**src/rtl/arbitro_memoria.sv**
```systemverilog
// arbitro_memoria: single-port memory arbiter shared by the instruction-fetch
// and load/store requesters of the multicycle core. Each grant runs through
// IDLE -> ACCESS -> (WAIT x MEM_LAT for reads) -> DONE.
// Optional build macro ARB_MEM_DATA_PRIO_EN: when defined, data always wins a
// conflict (fixed priority); when undefined, conflicts are round-robin.
module arbitro_memoria #(
    parameter int ADDR_W  = 64,
    parameter int DATA_W  = 64,
    parameter int MEM_LAT = 1
) (
    input  logic              CLK,
    input  logic              RST,
    input  logic              I_REQ,
    input  logic [ADDR_W-1:0] I_ADDR,
    output logic [DATA_W-1:0] I_RDATA,
    output logic              I_DONE,
    input  logic              D_REQ,
    input  logic              D_WE,
    input  logic [ADDR_W-1:0] D_ADDR,
    input  logic [DATA_W-1:0] D_WDATA,
    output logic [DATA_W-1:0] D_RDATA,
    output logic              D_DONE,
    output logic [ADDR_W-1:0] MEM_ADDR,
    output logic [DATA_W-1:0] MEM_WDATA,
    output logic              MEM_WE,
    input  logic [DATA_W-1:0] MEM_RDATA,
    output logic              BUSY
);

    localparam int CNT_W = $clog2(MEM_LAT + 1);
    localparam logic OWN_FETCH = 1'b0;
    localparam logic OWN_DATA  = 1'b1;

    typedef enum logic [1:0] {
        ST_IDLE   = 2'd0,
        ST_ACCESS = 2'd1,
        ST_WAIT   = 2'd2,
        ST_DONE   = 2'd3
    } state_t;

    state_t              state_q, state_d;
    logic                owner_q, owner_d;
    logic [ADDR_W-1:0]   addr_q, addr_d;
    logic [DATA_W-1:0]   wdata_q, wdata_d;
    logic                we_q, we_d;
    logic [CNT_W-1:0]    cnt_q, cnt_d;
    logic [DATA_W-1:0]   i_rdata_q, i_rdata_d;
    logic [DATA_W-1:0]   d_rdata_q, d_rdata_d;
    logic                grant_data;
`ifndef ARB_MEM_DATA_PRIO_EN
    logic                last_owner_q, last_owner_d;
`endif

    // Arbitration: a lone requester wins; on conflict either data has fixed
    // priority or the requester that was not granted last time wins.
    always_comb begin
`ifdef ARB_MEM_DATA_PRIO_EN
        grant_data = D_REQ;
`else
        grant_data = D_REQ && (!I_REQ || (last_owner_q == OWN_FETCH));
`endif
    end

    // Control and read-data registers; reset drops any transaction in flight.
    always_ff @(posedge CLK) begin
        if (RST) begin
            state_q      <= ST_IDLE;
            i_rdata_q    <= '0;
            d_rdata_q    <= '0;
`ifndef ARB_MEM_DATA_PRIO_EN
            last_owner_q <= OWN_DATA;
`endif
        end else begin
            state_q      <= state_d;
            i_rdata_q    <= i_rdata_d;
            d_rdata_q    <= d_rdata_d;
`ifndef ARB_MEM_DATA_PRIO_EN
            last_owner_q <= last_owner_d;
`endif
        end
    end

    // Latched transaction fields; only meaningful outside IDLE, so no reset.
    always_ff @(posedge CLK) begin
        owner_q <= owner_d;
        addr_q  <= addr_d;
        wdata_q <= wdata_d;
        we_q    <= we_d;
        cnt_q   <= cnt_d;
    end

    // Next-state logic: grant in IDLE, count latency in WAIT, capture read data.
    always_comb begin
        state_d   = state_q;
        owner_d   = owner_q;
        addr_d    = addr_q;
        wdata_d   = wdata_q;
        we_d      = we_q;
        cnt_d     = cnt_q;
        i_rdata_d = i_rdata_q;
        d_rdata_d = d_rdata_q;
`ifndef ARB_MEM_DATA_PRIO_EN
        last_owner_d = last_owner_q;
`endif
        case (state_q)
            ST_IDLE: begin
                if (I_REQ || D_REQ) begin
                    owner_d = grant_data ? OWN_DATA : OWN_FETCH;
                    addr_d  = grant_data ? D_ADDR : I_ADDR;
                    wdata_d = grant_data ? D_WDATA : '0;
                    we_d    = grant_data && D_WE;
`ifndef ARB_MEM_DATA_PRIO_EN
                    last_owner_d = grant_data ? OWN_DATA : OWN_FETCH;
`endif
                    state_d = ST_ACCESS;
                end
            end
            ST_ACCESS: begin
                if (we_q) begin
                    state_d = ST_DONE;
                end else begin
                    cnt_d   = CNT_W'(MEM_LAT);
                    state_d = ST_WAIT;
                end
            end
            ST_WAIT: begin
                cnt_d = cnt_q - CNT_W'(1);
                if (cnt_q == CNT_W'(1)) begin
                    if (owner_q == OWN_DATA) begin
                        d_rdata_d = MEM_RDATA;
                    end else begin
                        i_rdata_d = MEM_RDATA;
                    end
                    state_d = ST_DONE;
                end
            end
            default: begin
                state_d = ST_IDLE;
            end
        endcase
    end

    // Output decode from registered state; the write strobe is also
    // suppressed during a reset cycle.
    always_comb begin
        BUSY      = (state_q != ST_IDLE);
        MEM_ADDR  = '0;
        MEM_WDATA = '0;
        MEM_WE    = 1'b0;
        I_DONE    = 1'b0;
        D_DONE    = 1'b0;
        case (state_q)
            ST_ACCESS: begin
                MEM_ADDR  = addr_q;
                MEM_WDATA = wdata_q;
                MEM_WE    = we_q && !RST;
            end
            ST_WAIT: begin
                MEM_ADDR  = addr_q;
                MEM_WDATA = wdata_q;
            end
            ST_DONE: begin
                I_DONE = (owner_q == OWN_FETCH);
                D_DONE = (owner_q == OWN_DATA);
            end
            default: begin
            end
        endcase
    end

    assign I_RDATA = i_rdata_q;
    assign D_RDATA = d_rdata_q;

endmodule
```
**config.mk**
```make
export PLATFORM = sky130hd
export DESIGN_NAME = arbitro_memoria
export DESIGN_NICKNAME = d
export VERILOG_FILES = /design/src/rtl/arbitro_memoria.sv
export SDC_FILE = /design/constraint.sdc
export NUM_CORES = 1
export LEC_CHECK = 0
export ABC_AREA = 0
export CORE_AREA = 2 2 204 206
export CTS_CLUSTER_SIZE = 10
export DETAILED_ROUTE_END_ITERATION = 10
export DIE_AREA = 0 0 206 208
export DONT_BUFFER_PORTS = 1
export GPL_TIMING_DRIVEN = 0
export PLACE_DENSITY = 0.45
export SLEW_MARGIN = 20
export SYNTH_ARGS = -nofsm -noshare
export SYNTH_HDL_FRONTEND = slang
export SYNTH_SLANG_ARGS = --single-unit
```
**constraint.sdc**
```tcl
create_clock -name CLK -period 9.82 [get_ports CLK]
set_input_delay 0.982 -clock CLK [delete_from_list [all_inputs] [get_ports CLK]]
set_output_delay 0.982 -clock CLK [all_outputs]
set_load 0.005 [all_outputs]
```
# Word-level counts from Yosys, hierarchy flattened
# Index checks and enable logic that the tools add are counted.
[word_totals]
register_bits = 262
ramBits = 0
word_cells = 47
latchBits = 0
n_memories = 0
rom_bits = 0
output_inout_bits = 260
[op_classes]
multipliers = 0
add_sub_neg = 1
eq_ne = 6
bitwise_logic = 2
reduce_logical = 16
n_mux = 13
div = 0
n_shift = 0
order_cmp = 0
[ops]
columns = ["op", "n"]
rows = [
  ["two-way mux 64 bit", 3],
  ["two-way mux 1 bit", 6],
  ["!= test 2 bit (second input constant)", 3],
  ["case mux 2 bit (3 select lines)", 1],
  ["AND reduction 2 bit", 3],
  ["AND reduction 3 bit", 2],
  ["equality test 2 bit (second input constant)", 2],
  ["two-way mux 2 bit", 2],
  ["nonzero test 2 bit", 2],
  ["logical AND 1 bit", 3],
  ["equality test 2 x 1 -> 1 bit (second input constant)", 1],
  ["logical NOT 1 bit", 2],
  ["logical NOT 2 bit", 1],
  ["logical OR 1 bit", 2],
  ["inverter 1 bit", 2],
  ["case mux 1 bit (2 select lines)", 1],
  ["OR reduction 2 bit", 1],
  ["subtractor 1 bit (second input constant)", 1],
]

# Depth between registers and ports, before layout
# Gate-level depths: netlist of the first run.
[depth]
word_depth = 4
mapped_depth = 8
mapped_depth_nobuf = 5

# Least setup slack after synthesis of the first run
# Ideal clock, no wire load.
[synth_path]
kind = "in2reg"
startpoint = "input I_REQ"
endpoint = "register addr_q[0], enable pin"
required_ns = 9.195
path_slack_ns = 2.712
path_stages = 2
n_path_buf = 0
t_arrival_ns = 6.483
cell_sequence = "nor2_1 > nor2_1"
[synth_between]
elab_chain_cells = 2
[synth_lines]
columns = ["item", "line_no", "source"]
rows = [
  ["from (decl)", "13", "input logic I_REQ,"],
  ["logical OR 1 bit", "107", "if (I_REQ || D_REQ) begin"],
  ["AND reduction 2 bit (no source line)", "n/a", ""],
  ["to (signal assigned)", "86", "addr_q <= addr_d;"],
  ["to (decl)", "43", "logic [ADDR_W-1:0] addr_q, addr_d;"],
]
# No other way between the ends.
# A chain may end at the register's enable or synchronous reset.

# Worst setup path after layout of the first run
[layout_path]
startpoint = "register state_q[0]"
endpoint = "output MEM_ADDR[20]"
[layout_between]
elab_chain_cells = 3
word_cells_on_any_way = 4
[layout_lines]
columns = ["item", "line_no", "source"]
rows = [
  ["from (decl)", "41", "state_t state_q, state_d;"],
  ["from (signal assigned)", "74", "state_q <= state_d;"],
  ["equality test 2 x 1 -> 1 bit / equality test 2 bit (equally long branches)", "152", "case (state_q)"],
  ["OR reduction 2 bit (no source line) (*)", "n/a", ""],
  ["two-way mux 64 bit (*)", "152", ""],
  ["to (decl)", "23", "output logic [ADDR_W-1:0] MEM_ADDR,"],
]
# Mark *: on every way between the ends. The rest lies on a longest branch, timed or not.

==> results of run 1 <==
==> worst max-delay path, delay by kind of cell (launching register included) <==
kind	cells	cell delay (ns)
fa+ha+maj	1	0.33
flops	1	0.37
simple gates	1	0.29
buf+inv	3	1.22
==> cells in the mapped netlist <==
| library cell | n |
|---|---|
| a31oi_1 | 1 |
| buf_2 | 10 |
| buf_8 | 3 |
| a21boi_4 | 1 |
| nand3b_1 | 1 |
| ha_1 | 4 |
| buf_1 | 7 |
| mux2_2 | 34 |
| nand2_1 | 258 |
| and3_1 | 1 |
| or2_2 | 1 |
| mux2_4 | 30 |
| clkbuf_2 | 5 |
| edfxtp_1 | 131 |
| mux2i_1 | 1 |
| or3b_1 | 1 |
| nand3_2 | 1 |
| a2111o_1 | 1 |
| nor2_1 | 4 |
| inv_1 | 4 |
| nor2b_1 | 2 |
| nor3b_1 | 1 |
| dfxtp_1 | 131 |
| clkbuf_1 | 27 |
| and3b_1 | 1 |
| a21oi_1 | 131 |
| buf_6 | 2 |
| o21ai_0 | 2 |
| and2_1 | 194 |
| buf_4 | 17 |
==> flip-flops by register name, indices dropped and copies added (netlist names) <==
register      flops
last_owner_q      1
state_q           2
addr_q           64
D_RDATA          64
I_RDATA          64
cnt_q             1
owner_q           1
wdata_q          64
we_q              1
==> power groups by stage <==
| stage | clock [mW] | sequential, mW | combinational (mW) |
|---|---|---|---|
| final | 1.18 | 1.59 | 1.01 |
| after floorplan | 0 | 1.62 | 0.657 |
| after global placement | 0 | 1.69 | 1.00 |
| after CTS | 1.23 | 1.59 | 1.06 |
| after detailed placement | 0 | 1.61 | 1.06 |
| after global routing | 1.26 | 1.62 | 1.14 |
==> layer usage <==
layer,vias up,GRT usage,part of all wire
met4,4,0.0722,0.038
met1,3387,0.158,0.35
met3,67,0.0746,0.13
met2,377,0.272,0.49
li1,3421,-,-
met5,-,0,0.00057
==> worst min-delay path by stage <==
stage / end / slack [ns] / depth (start not counted)
finish: D_RDATA[36] / 0.47 / 2
global route: D_RDATA[36] / 0.49 / 2
CTS: D_RDATA[36] / 0.47 / 2
detailed placement: D_RDATA[36] / 0.47 / 2
global placement: D_RDATA[30] / 0.46 / 2
floorplan: D_RDATA[0] / 0.45 / 2
==> area by class of cell <==
class / count / share of cell area
antenna: 5 / 0.000989
buffer: 71 / 0.0314
timing repair buffer: 5 / 0.00910
sequential: 262 / 0.518
clock buffer: 45 / 0.0746
inverter: 4 / 0.00119
clock inverter: 6 / 0.00643
tap: 532 / 0.0526
multi-input combinational: 670 / 0.306
==> cells by family (layout without fill, tap and decap cells) <==
| family | Yosys count | in the layout | share of synthesized area |
|---|---|---|---|
| flops | 262 | 262 | 0.605 |
| fa+ha+maj | 4 | 4 | 0.00462 |
| simple gates | 465 | 465 | 0.209 |
| other cells | 0 | 5 | 0 |
| buf+inv | 75 | 131 | 0.0381 |
| mux | 65 | 65 | 0.0779 |
| compound gates | 136 | 136 | 0.0648 |
==> per-stage QoR <==
step	setup slack [ns]	cell area [um^2]	std cells
final	6.09	12700	1600
after global routing	5.73	12700	1599
after CTS	5.80	12600	1595
after detailed placement	6.39	11600	1544
after global placement	-0.355	11500	1539
after floorplan	2.71	10800	1007
==> impl_results.md, run 1 <==
* Outcome: finished clean
* CP arrival at 2.74 ns
* Slew @ Worst Pin at 0.798 ns
* Fmax at 268 MHz
* HP Class: reg2reg
* Crit path from: state_q[0]
* RR Startpoint: state_q[0]
* Synth top area share at 0.363
* Clock power frac at 0.312
* Leakage at 4.42 nW
* WS Path Type: reg2out
* CP Launch Type: register
* Global-route wire length before repair at 49000 um
* Placer Congestion at 0.808
* Synth-to-Final Area Change at 16.9%
* Synthesized flop and latch total at 262
* Multi-input gate area at 0.00387 mm^2
* Sw frac at 0.325
* Clk_lat worst skew at 0.52 ns
* MaxCap Viol Count at 0
* Slowest cell delay on critical path at 0.59 ns
* Synthesis Warnings at 0
* Post-DP HPWL at 27300 um
* Via count at 7256
* Final nets at 1313
* Fillcell total at 4174
* Std cell rows at 74
* Comb pwr share at 0.268
* CP endpoint: MEM_ADDR[20]
* Cells after Synth at 1007
* Most common cell after layout, fill and taps aside: nand2_1
* Clk buf depth at 3
* Reg2reg setup slack at 7.58 ns
* Setup violators final at 0
* Worst vdd ir at 0.145 mV
* Max_slew headroom at 0.467
* Final Cycle Share at 0.379
* Register area at 0.00656 mm^2
* Total GRT Usage at 0.157
* Psw at 1.23 mW
* Vias per cell at 4.54
* PortBufs at 0
* Final Slew Violations at 0
* Antenna viol nets, final at 0
* Share of cells above drive strength 1 at 0.142
* Core ar. at 0.0406 mm^2
* Slowest-stage cell, CP: clkbuf_1
* Power Internal at 2.55 mW
* Total routed wirelength at 35100 um
* Critical-path cell list: inv_1 -> ha_1 -> clkbuf_1 -> clkbuf_1 -> and2_1
* Post-synthesis cell area at 0.0108 mm^2
* TritonRoute pass-1 iters at 4
* CTS resizes at 0
* Post-synthesis sequential area ratio at 0.605
* Post-synth cell types at 30
* Vias in the first global route at 7174
* Leading area contributor after synthesis: edfxtp_1
* Die Y at 208 um
* Setup TNS at 0 ns
* Worst Hold Launch: D_RDATA[36]
* Initial Util at 0.267
* Most frequent cells in the layout: nand2_1, and2_1, dfxtp_1, a21oi_1, edfxtp_1
* Die ar. at 0.0428 mm^2
* Tmin final at 3.73 ns
* CTS clock-pin slew for the worst setup and hold paths at 0.05 ns
* Synth Area per Inst at 10.8 um^2
* H-Tree Depth at 2
* Post-Synthesis Net Count at 1272
* Final Power at 3.78 mW
* RSZ-0062 raised after global routing: false
* Peak fanout along the critical path at 10
* CTS Buf Count at 34
* Die X-Extent at 206 um
* Worst r2r path cells at 6
* Worst hold slack at 0.471 ns
* Postcts setup bufs at 0
* Num Clock Sinks at 262
* Clock skew at 0.0196 ns
* Largest net degree at the start of global routing at 27
* Reg-to-reg endpoint: wdata_q[16]
* Gr ovfl total at 0
* # IOs at 521
* Pwr dens at 299 mW/mm^2
* DRC viols at 0
* Routed len/inst at 21.9 um
* Data required time of the critical path at 8.84 ns
* CTS tree: built
* Final Util at 0.312
* Initial antenna violation count at 11
* Final Hold Fails at 0
* Sequential share of power at 0.420
* DR iter-0 viols at 442
* Crit-path most repeated cell: clkbuf_1
* Clock root cell: clkbuf_16
* Hold buffers post-CTS at 0
* Synth area leaders: edfxtp_1, dfxtp_1, and2_1
* Critical Path Sink Type: output pin
Power figures use the tool's default switching activity.
==> run 2, diff against run 1 <==
Clock period 9.82 ns to 3.6 ns, I/O delays scaled along.
==> run 2 against run 1 <==
  * Clock-buffer cell count up 2
  * First-iteration DRC count shrank 8.6%
  * Combinational power grew to 3.0 times the previous value
  * Critical path type unchanged
  * Die area unchanged
  * Largest power group unchanged
  * Register-to-register slack got worse by 6.3 ns
  * Clock skew fell by 0.0055 ns
  * Routed wire length increased by 3.0%
  * Clock power rose by 140%
  * Cell count is 13% higher
  * Sequential power rose to 2.7 times the previous value
  * Via count rose by 11%
  * Sequential share of layout area shrank 6.9 points
==> impl_results.md, run 2 (synthesis results as in run 1) <==
* DR WL met2 at 18300 um (was 17100 um)
* Placer Congestion at 0.797 (was 0.808)
* PortBufs at 0 (unchanged)
* WP buf/inv at 3 (unchanged)
* Synth-to-Final Area Change at 34.7% (was 16.9%)
* Most frequent cells in the layout: nand2_1, dlygate4sd3_1, and2_1 (was nand2_1, and2_1, dfxtp_1, a21oi_1, edfxtp_1)
* Slew @ Worst Pin at 0.730 ns (was 0.798 ns)
* Routed len/inst at 20.1 um (was 21.9 um)
* Final Cycle Share at 0.847
* Data required time of the critical path at 3.24 ns (was 8.84 ns)
* Slowest cell delay on critical path at 0.58 ns (was 0.59 ns)
* CP delay by family, top: buffers and inverters (unchanged)
* Die ar. at 0.0428 mm^2 (unchanged)
* CP Launch Type: register (unchanged)
* HP Class: in2reg (was reg2reg)
* Met1 wire length at 12800 um (was 12100 um)
* Die X-Extent at 206 um (unchanged)
* Worst vdd ir at 0.398 mV (was 0.145 mV)
* Total routed wirelength at 36100 um (was 35100 um)
* Outcome: finished clean (unchanged)
* DRC viols at 0 (unchanged)
* Critical-path cell list: inv_1 -> ha_1 -> clkbuf_1 -> clkbuf_1 -> and2_1 (unchanged)
* Vias per cell at 4.46 (was 4.54)
* Num Clock Sinks at 262 (unchanged)
* Vias in the first global route at 8290 (was 7174)
* Clk buf depth at 3 (unchanged)
* Max_slew headroom at 0.513 (was 0.467)
* Tmin final at 3.05 ns
* Fmax at 328 MHz
* CTS tree: built (unchanged)
* MaxCap Viol Count at 0 (unchanged)
* Crit-path most repeated cell: clkbuf_1 (unchanged)
* Leakage at 5.22 nW (was 4.42 nW)
* Slowest-stage cell, CP: clkbuf_1 (unchanged)
* CP arrival at 2.69 ns (was 2.74 ns)
* Total GRT Usage at 0.161 (was 0.157)
* Critical Path Sink Type: output pin (unchanged)
* Final Hold Fails at 0 (unchanged)
* Clock root cell: clkbuf_16 (unchanged)
* Initial antenna violation count at 2 (was 11)
* RSZ-0062 raised after global routing: false (unchanged)
* Share of cells above drive strength 1 at 0.117 (was 0.142)
* DR iter-0 viols at 404 (was 442)
* H-Tree Depth at 1 (was 2)
* Most common cell after layout, fill and taps aside: nand2_1 (unchanged)
* Final nets at 1516 (was 1313)
* Post-DP HPWL at 27600 um (was 27300 um)
* Std cell rows at 74 (unchanged)
* WS Path Type: reg2out (unchanged)
* Setup violators final at 0 (unchanged)
* Initial Util at 0.267 (unchanged)
* Postcts setup bufs at 0 (unchanged)
* Via count at 8026 (was 7256)
* Antenna viol nets, final at 0 (unchanged)
* Clock skew at 0.0140 ns (was 0.0196 ns)
* Core ar. at 0.0406 mm^2 (unchanged)
* Die Y at 208 um (unchanged)
* Final Util at 0.360 (was 0.312)
* Top sig layer: met5 (unchanged)
* # IOs at 521 (unchanged)
* Clk_lat worst skew at 0.56 ns (was 0.52 ns)
* TritonRoute pass-1 iters at 7 (was 4)
* Peak fanout along the critical path at 10 (unchanged)
* DR WL met3 at 4040 um (was 4520 um)
* CTS Buf Count at 31 (was 34)
* Final Slew Violations at 0 (unchanged)
* Largest net degree at the start of global routing at 26 (was 27)
* Global-route wire length before repair at 52100 um (was 49000 um)
* Worst hold slack at 0.0334 ns (was 0.471 ns)
* CTS clock-pin slew for the worst setup and hold paths at 0.06 ns (was 0.05 ns)
* Gr ovfl total at 0 (unchanged)
* Pwr dens at 698 mW/mm^2 (was 299 mW/mm^2)
-- run 2: cell types whose count changed in the layout (fill, tap and decap cells not counted), sizes merged --
cell         before  now
inv               5    4
clkbuf           77   79
buf              44   45
clkinv            3    2
dlygate4sd3       0  205
diode             5    1
bufinv            2    0
-- run 2: power breakdown --
group          leakage [nW]  internal, mW  switching, mW  total (mW)
combinational          2.43          1.16           1.86        3.02
clock                 0.433          1.64           1.19        2.83
sequential             2.36          4.05          0.288        4.34
-- run 2: final timing paths --
kind / slack (ns) / startpoint / to / depth (start not counted)
setup / recovery: 0.55 / state_q[0] / MEM_WDATA[50] / 5
hold / removal: 0.03 / D_ADDR[37] / addr_q[37] / 1
setup reg to reg: 1.26 / state_q[0] / wdata_q[46] / 9
hold reg to reg: 0.47 / D_RDATA[26] / D_RDATA[26] / 2
-- run 2: layout make-up --
| cell class | count | area, um^2 |
|---|---|---|
| antenna | 1 | 2.50 |
| buffer | 71 | 398 |
| clock buffer | 47 | 876 |
| clock inverter | 2 | 10.0 |
| fill | 4005 | 26000 |
| inverter | 4 | 15.0 |
| multi-input combinational | 670 | 3870 |
| sequential | 262 | 6560 |
| tap | 532 | 666 |
| timing repair buffer | 211 | 2190 |
-- run 2: metal layers --
layer,up-vias,GRT usage
met5,-,0
met1,3778,0.165
met3,49,0.0633
met2,372,0.297
li1,3825,-
met4,2,0.0475
-- run 2: per-stage QoR --
stage	cells	power, mW	cell area, um^2	setup WS (ns)	TNS (ns)
6_report	1800	10.2	14600	0.549	0
5_1_grt	1800	10.8	14600	0.162	0
3_3_place_gp	1539	7.14	11500	-0.589	-71.93
4_1_cts	1796	10.4	14600	0.251	0
3_5_place_dp	1545	7.28	11600	0.867	0
2_1_floorplan	1007	6.12	10800	0.552	0
-- run 2: worst reg2reg max path: stages (launching register included) --
cell and delay, ns:
dfxtp_1 0.34, inv_1 0.09, ha_1 0.25, inv_1 0.14
nor2_4 0.18, buf_12 0.21, buf_12 0.22, buf_12 0.22
buf_16 0.19, buf_16 0.19
-- run 2: timing repair --
action                                 4_1_cts  5_1_grt
endpoints found under the hold margin      228        2
resized for setup                            0        0
hold buffers                               202        3
